===== config.mk =====
export PLATFORM = sky130hd
export DESIGN_NAME = bc_arb_ctrl_flat
export DESIGN_NICKNAME = d
export VERILOG_FILES = /design/src/rtl/bc_arb_ctrl_if.sv /design/src/rtl/bc_arb_ctrl.sv /design/src/flat_wrapper.sv
export SDC_FILE = /design/constraint.sdc
export NUM_CORES = 1
export LEC_CHECK = 0
export CAP_MARGIN = 5
export CORE_UTILIZATION = 43
export DETAILED_ROUTE_END_ITERATION = 6
export PLACE_DENSITY = 0.92
export SLEW_MARGIN = 10
export SYNTH_ARGS = -nofsm -noshare
export SYNTH_HDL_FRONTEND = slang
export SYNTH_SLANG_ARGS = --single-unit

===== constraint.sdc =====
create_clock -name clk -period 2.49 [get_ports clk]
set_clock_uncertainty 0.05 [all_clocks]
set_input_delay 0.249 -clock clk [delete_from_list [all_inputs] [get_ports clk]]
set_output_delay 0.249 -clock clk [all_outputs]
set_load 0.05 [all_outputs]

===== src/rtl/bc_arb_ctrl_if.sv =====
// bc_arb_ctrl_if: request / grant / select bundle between the bus requesters
// and the bc_arb_ctrl arbiter. The stall counter stays on the arbiter's
// plain ports so this bundle carries no width parameter.
interface bc_arb_ctrl_if;
  logic       dg_req;
  logic       ps_req;
  logic       rf_req;
  logic       dm_req;
  logic       imm_req;
  logic [1:0] bc_drr_sclt;
  logic [1:0] bc_di_sclt;
  logic [2:0] drr_gnt;
  logic [1:0] di_gnt;
  logic       out_vld;
  logic [2:0] out_src;

  // Requester side: raises requests, observes selects and grants.
  modport master (
    output dg_req, ps_req, rf_req, dm_req, imm_req,
    input  bc_drr_sclt, bc_di_sclt, drr_gnt, di_gnt, out_vld, out_src
  );

  // Arbiter side.
  modport slave (
    input  dg_req, ps_req, rf_req, dm_req, imm_req,
    output bc_drr_sclt, bc_di_sclt, drr_gnt, di_gnt, out_vld, out_src
  );
endinterface


===== src/rtl/bc_arb_ctrl.sv =====
// bc_arb_ctrl: bus-path arbiter.
// The registered path (dg/ps/rf) is arbitrated combinationally; the winner's
// word is delivered on the bus output one cycle later. While no delivery is
// pending, the direct path (dm over imm) owns the bus output. A saturating
// counter tracks cycles in which some asserted request was left ungranted.
// Macro BC_RR_EN: round-robin registered-path arbitration (pointer resets to
// "last = rf"); undefined gives fixed priority dg > ps > rf with no pointer.
module bc_arb_ctrl #(
  parameter int unsigned CNT_W = 8
) (
  input  logic             clk,
  input  logic             rst_n,
  bc_arb_ctrl_if.slave     bus,
  input  logic             stall_clr,
  output logic [CNT_W-1:0] stall_cnt
);

  typedef enum logic [1:0] {
    SRC_DG   = 2'b00,
    SRC_PS   = 2'b01,
    SRC_RF   = 2'b10,
    SRC_NONE = 2'b11
  } drr_sel_e;

  typedef enum logic [1:0] {
    DI_DM   = 2'b00,
    DI_REG  = 2'b01,
    DI_IMM  = 2'b10,
    DI_NONE = 2'b11
  } di_sel_e;

  typedef enum logic [2:0] {
    TAG_NONE = 3'd0,
    TAG_DG   = 3'd1,
    TAG_PS   = 3'd2,
    TAG_RF   = 3'd3,
    TAG_DM   = 3'd4,
    TAG_IMM  = 3'd5
  } tag_e;

  localparam logic [CNT_W-1:0] CNT_MAX = '1;
  localparam logic [CNT_W-1:0] CNT_ONE = {{(CNT_W-1){1'b0}}, 1'b1};

  logic [2:0] reg_req;
  logic [1:0] di_req;
  drr_sel_e   drr_sel;
  di_sel_e    di_sel;
  logic [2:0] drr_gnt;
  logic [1:0] di_gnt;
  tag_e       drr_tag;
  tag_e       out_tag;
  logic       pend;
  tag_e       pend_tag;
  logic       denied;

  assign reg_req = {bus.rf_req, bus.ps_req, bus.dg_req};
  assign di_req  = {bus.imm_req, bus.dm_req};

`ifdef BC_RR_EN
  drr_sel_e last;

  // Round-robin pick: search starts just after the last granted source.
  always_comb begin
    drr_sel = SRC_NONE;
    case (last)
      SRC_DG: begin
        if      (bus.ps_req) drr_sel = SRC_PS;
        else if (bus.rf_req) drr_sel = SRC_RF;
        else if (bus.dg_req) drr_sel = SRC_DG;
      end
      SRC_PS: begin
        if      (bus.rf_req) drr_sel = SRC_RF;
        else if (bus.dg_req) drr_sel = SRC_DG;
        else if (bus.ps_req) drr_sel = SRC_PS;
      end
      default: begin
        if      (bus.dg_req) drr_sel = SRC_DG;
        else if (bus.ps_req) drr_sel = SRC_PS;
        else if (bus.rf_req) drr_sel = SRC_RF;
      end
    endcase
  end

  // Pointer remembers the last winner; idle cycles leave it alone.
  always_ff @(posedge clk) begin
    if (!rst_n) begin
      last <= SRC_RF;
    end else if (drr_sel != SRC_NONE) begin
      last <= drr_sel;
    end
  end
`else
  // Fixed priority pick: dg > ps > rf.
  always_comb begin
    drr_sel = SRC_NONE;
    if      (bus.dg_req) drr_sel = SRC_DG;
    else if (bus.ps_req) drr_sel = SRC_PS;
    else if (bus.rf_req) drr_sel = SRC_RF;
  end
`endif

  // Decode the registered-path winner into its grant bit and source tag.
  always_comb begin
    drr_gnt = '0;
    drr_tag = TAG_NONE;
    case (drr_sel)
      SRC_DG: begin drr_gnt = 3'b001; drr_tag = TAG_DG; end
      SRC_PS: begin drr_gnt = 3'b010; drr_tag = TAG_PS; end
      SRC_RF: begin drr_gnt = 3'b100; drr_tag = TAG_RF; end
      default: ;
    endcase
  end

  // Bus output: a pending registered word pre-empts the direct path.
  always_comb begin
    di_sel  = DI_NONE;
    di_gnt  = '0;
    out_tag = TAG_NONE;
    if (pend) begin
      di_sel  = DI_REG;
      out_tag = pend_tag;
    end else if (bus.dm_req) begin
      di_sel  = DI_DM;
      di_gnt  = 2'b01;
      out_tag = TAG_DM;
    end else if (bus.imm_req) begin
      di_sel  = DI_IMM;
      di_gnt  = 2'b10;
      out_tag = TAG_IMM;
    end
  end

  assign denied = (|(reg_req & ~drr_gnt)) | (|(di_req & ~di_gnt));

  // Pipeline register: a grant this cycle becomes a delivery next cycle.
  always_ff @(posedge clk) begin
    if (!rst_n) begin
      pend     <= 1'b0;
      pend_tag <= TAG_NONE;
    end else begin
      pend <= |drr_gnt;
      if (|drr_gnt) begin
        pend_tag <= drr_tag;
      end
    end
  end

  // Saturating stall counter; clear beats a same-cycle increment.
  always_ff @(posedge clk) begin
    if (!rst_n) begin
      stall_cnt <= '0;
    end else if (stall_clr) begin
      stall_cnt <= '0;
    end else if (denied && (stall_cnt != CNT_MAX)) begin
      stall_cnt <= stall_cnt + CNT_ONE;
    end
  end

  assign bus.bc_drr_sclt = drr_sel;
  assign bus.drr_gnt     = drr_gnt;
  assign bus.bc_di_sclt  = di_sel;
  assign bus.di_gnt      = di_gnt;
  assign bus.out_vld     = pend;
  assign bus.out_src     = out_tag;

endmodule


===== src/flat_wrapper.sv =====
// flat-port wrapper written by rule: the top's interface ports become plain ports
module bc_arb_ctrl_flat 
#(
  parameter int unsigned CNT_W = 8
)
  (clk, rst_n, stall_clr, stall_cnt, bus_dg_req, bus_ps_req, bus_rf_req, bus_dm_req, bus_imm_req, bus_bc_drr_sclt, bus_bc_di_sclt, bus_drr_gnt, bus_di_gnt, bus_out_vld, bus_out_src);
  bc_arb_ctrl_if bus_i ();
  input  logic clk;
  input  logic rst_n;
  input  logic stall_clr;
  output logic [CNT_W-1:0] stall_cnt;
  input wire logic [$bits(bus_i.dg_req)-1:0] bus_dg_req;
  input wire logic [$bits(bus_i.ps_req)-1:0] bus_ps_req;
  input wire logic [$bits(bus_i.rf_req)-1:0] bus_rf_req;
  input wire logic [$bits(bus_i.dm_req)-1:0] bus_dm_req;
  input wire logic [$bits(bus_i.imm_req)-1:0] bus_imm_req;
  output wire logic [$bits(bus_i.bc_drr_sclt)-1:0] bus_bc_drr_sclt;
  output wire logic [$bits(bus_i.bc_di_sclt)-1:0] bus_bc_di_sclt;
  output wire logic [$bits(bus_i.drr_gnt)-1:0] bus_drr_gnt;
  output wire logic [$bits(bus_i.di_gnt)-1:0] bus_di_gnt;
  output wire logic [$bits(bus_i.out_vld)-1:0] bus_out_vld;
  output wire logic [$bits(bus_i.out_src)-1:0] bus_out_src;
  assign bus_i.dg_req = bus_dg_req;
  assign bus_i.ps_req = bus_ps_req;
  assign bus_i.rf_req = bus_rf_req;
  assign bus_i.dm_req = bus_dm_req;
  assign bus_i.imm_req = bus_imm_req;
  assign bus_bc_drr_sclt = bus_i.bc_drr_sclt;
  assign bus_bc_di_sclt = bus_i.bc_di_sclt;
  assign bus_drr_gnt = bus_i.drr_gnt;
  assign bus_di_gnt = bus_i.di_gnt;
  assign bus_out_vld = bus_i.out_vld;
  assign bus_out_src = bus_i.out_src;
  bc_arb_ctrl #(.CNT_W(CNT_W)) u_core (.clk(clk), .rst_n(rst_n), .bus(bus_i), .stall_clr(stall_clr), .stall_cnt(stall_cnt));
endmodule

==> run metrics <==
WL per Instance ~14 µm; critical-path cell list clkdlybuf4s50_1 -> inv_1 -> a21oi_4 -> inv_1 -> ha_1 -> clkdlybuf4s50_1; Post-synth EDFFs 0; Rows 13; Post-synth top flop dfxtp_1; final hold vios 0; Final Non-Filler Cells 124; total chip power 0.453 mW; P_sw approximately 0.16 mW; Starting Density 48.9%; Req. time, crit path 2190 ps; post-layout util 73.0%; # DRC 0; Internal 0.293 mW; Post-Syn Area per Cell between 8 and 9 µm²; initial antenna violation count 0; Vias 712; crit start category input port; largest net degree at the start of global routing 15; Tcrit/Tclk final 92.0%; post_cts resized 0; Final setup viols 0; Detail Route Antenna Nets 0; TNS Setup 0 ps; Post-CTS Repair Setup Buffers 0; placed instance area approximately 970 µm²; Die ar. 0.00172 mm²; mapped cell area 668 µm²; area growth from synthesis to layout 49.3%; post-cts hold buffer count 0; CP max stage cell clkdlybuf4s50_1; FMAX 0.437 GHz; register area share after synthesis 33.0%; Finished Cell Area roughly 1000 µm²; critical path endpoint category output pin; peak supply drop 275 µV; IO Pins 29; Routed WL about 1700 µm; Clock Pin Slew Worst Setup and Hold Paths 80 ps; Syn Inst Count 79; Vias/cell 5.74; unrepaired setup endpoints after global routing no; first-pass GRT wire length 2900 µm; Core ar. 0.00137 mm²; Buf/Inv on CP 4; crit path max fanout 4; Port Buf Inserts 28; Static Leakage between 0.3 and 0.4 nW; max_cap viols 0; Crit path max-delay family buffers and inverters; Cell Pwr Density 454 mW/mm²; placed insts 120; final setup margin approximately 200 ps; outcome finished, final reports clean; ant diodes 0; H-tree levels 1; pre-CTS setup slack -7.99 ps; Cell variety after synth 30; worst hold margin about 480 ps; relative slew slack 66.4%; Gate power share 31.1%; worst skew pair latency around 270 ps; vias in the first global route between 600 and 700; CP arrival slightly below 2000 ps; Root Driver clkbuf_4; Die H slightly above 40 µm; Iter 0 DRT Violations 11; min cycle time layout 2290 ps; # clock sinks 11; Mapped Nets 91; Hold Crit Class register to register; Clk pwr share 27.6%; TritonCTS buffer count 3; CTS max path bufs 2; dpl hpwl 1320 µm; number of detailed-route iterations in the first pass 4; layout cell share with drive strength beyond 1 roughly 14%; Post-synth ARST share 0%; Reg2Reg Setup Slack 770 ps; yosys warns 0; CP peak stage delay 700 ps; Final Max Slew Viols 0; critical path start-end classification input port to output pin; final net count 122; RD Place Congestion a little over 0.7; Sw Ratio between 30% and 40%; grt ovf 0; FF+latch count, synth 11; TritonCTS clock tree yes; Total GRT Usage 22.0%; DIE WIDTH a little over 40 µm; Tightest Pin Transition 502 ps; Seq pwr share 41.3%
## per-layer routing
layer / vias up / global-route usage (%) / part of all wire (%)
met3: 4 / 7.83 / 9.1
met4: 0 / 12.9 / 2.4
li1: 357 / - / -
met2: 35 / 36.3 / 46
met1: 316 / 24.1 / 42
met5: - / 0 / 0
## synthesized netlist by cell type (all sizes together) (3+ instances only)
cell type / count / area share [%]
a21oi: 6 / 4.5
and2: 3 / 2.8
and3: 4 / 5.2
dfxtp: 11 / 33
ha: 4 / 7.5
inv: 5 / 2.8
nand2: 3 / 1.7
nand3: 7 / 5.2
nor2: 4 / 2.2
nor2b: 4 / 3.7
o21ai: 4 / 3.0
o31ai: 3 / 3.4
or4: 3 / 3.4
## cell families (layout without fill, tap and decap cells)
kind of cell             Yosys count  count (layout)  share of synthesized area, %
adder cells (fa/ha/maj)            4               4                          7.49
AO/OA/AOI/OAI                     19              19                          18.5
flip-flops                        11              11                          33.0
buffers and inverters              8              38                          6.37
multiplexers                       1               1                          1.50
AND/OR/NAND/NOR                   36              36                          33.1
## flip-flops by register name, summed over array words and instances, names as in the netlist
| signal | count |
|---|---|
| u_core.bus.out_vld | 1 |
| u_core.pend_tag | 2 |
| u_core.stall_cnt | 8 |
## worst register-to-register path: cells and delay by family (launching register included)
| kind | cells | cell delay [ps] |
|---|---|---|
| fa+ha+maj | 1 | 240 |
| flops | 1 | 350 |
| compound gates | 1 | 150 |
| simple gates | 3 | 870 |
## power groups by stage
| stage | registers, mW | logic (mW) | clock network, mW |
|---|---|---|---|
| after global routing | 0.188 | 0.149 | 0.140 |
| final | 0.187 | 0.141 | 0.125 |
| after floorplan | 0.199 | 0.0805 | 0 |
| after global placement | 0.191 | 0.138 | 0 |
| after CTS | 0.187 | 0.141 | 0.132 |
| after detailed placement | 0.191 | 0.140 | 0 |
## final timing paths
kind,cells past startpoint,to,from
min,2,u_core.stall_cnt[5],u_core.stall_cnt[5]
max,6,bus_drr_gnt[0],bus_ps_req
min reg2reg,2,u_core.stall_cnt[5],u_core.stall_cnt[5]
max reg2reg,5,u_core.stall_cnt[3],u_core.stall_cnt[0]
## final cells by class
class                      instances  area [µm²]
inverter                           5        18.8
fill                             119         369
timing repair buffer              29         293
sequential                        11         220
clock buffer                       3        22.5
multi-input combinational         60         419
tap                               15        18.8
clock inverter                     1        5.00
## layout by cell type (no fill, tap or decap)
master	count
or2b_1	1
o31ai_1	3
a21oi_4	1
or3_2	1
a21o_1	1
o41ai_1	2
clkdlybuf4s50_1	25
and4_4	1
nand2b_1	1
clkinv_2	1
nand2_1	3
nor2b_1	4
nand4_1	1
nand3_1	7
and3_1	2
and2_1	3
a21oi_1	5
a41oi_1	1
and3_4	2
o311ai_0	2
nor2_1	3
dfxtp_1	11
mux2i_1	1
buf_12	1
o21ai_0	4
inv_1	5
nor2_2	1
nor3_1	1
nor4b_1	1
ha_1	4
clkbuf_4	3
or2_2	1
or4_1	3
buf_4	3
(Power assumes the default switching activity.)
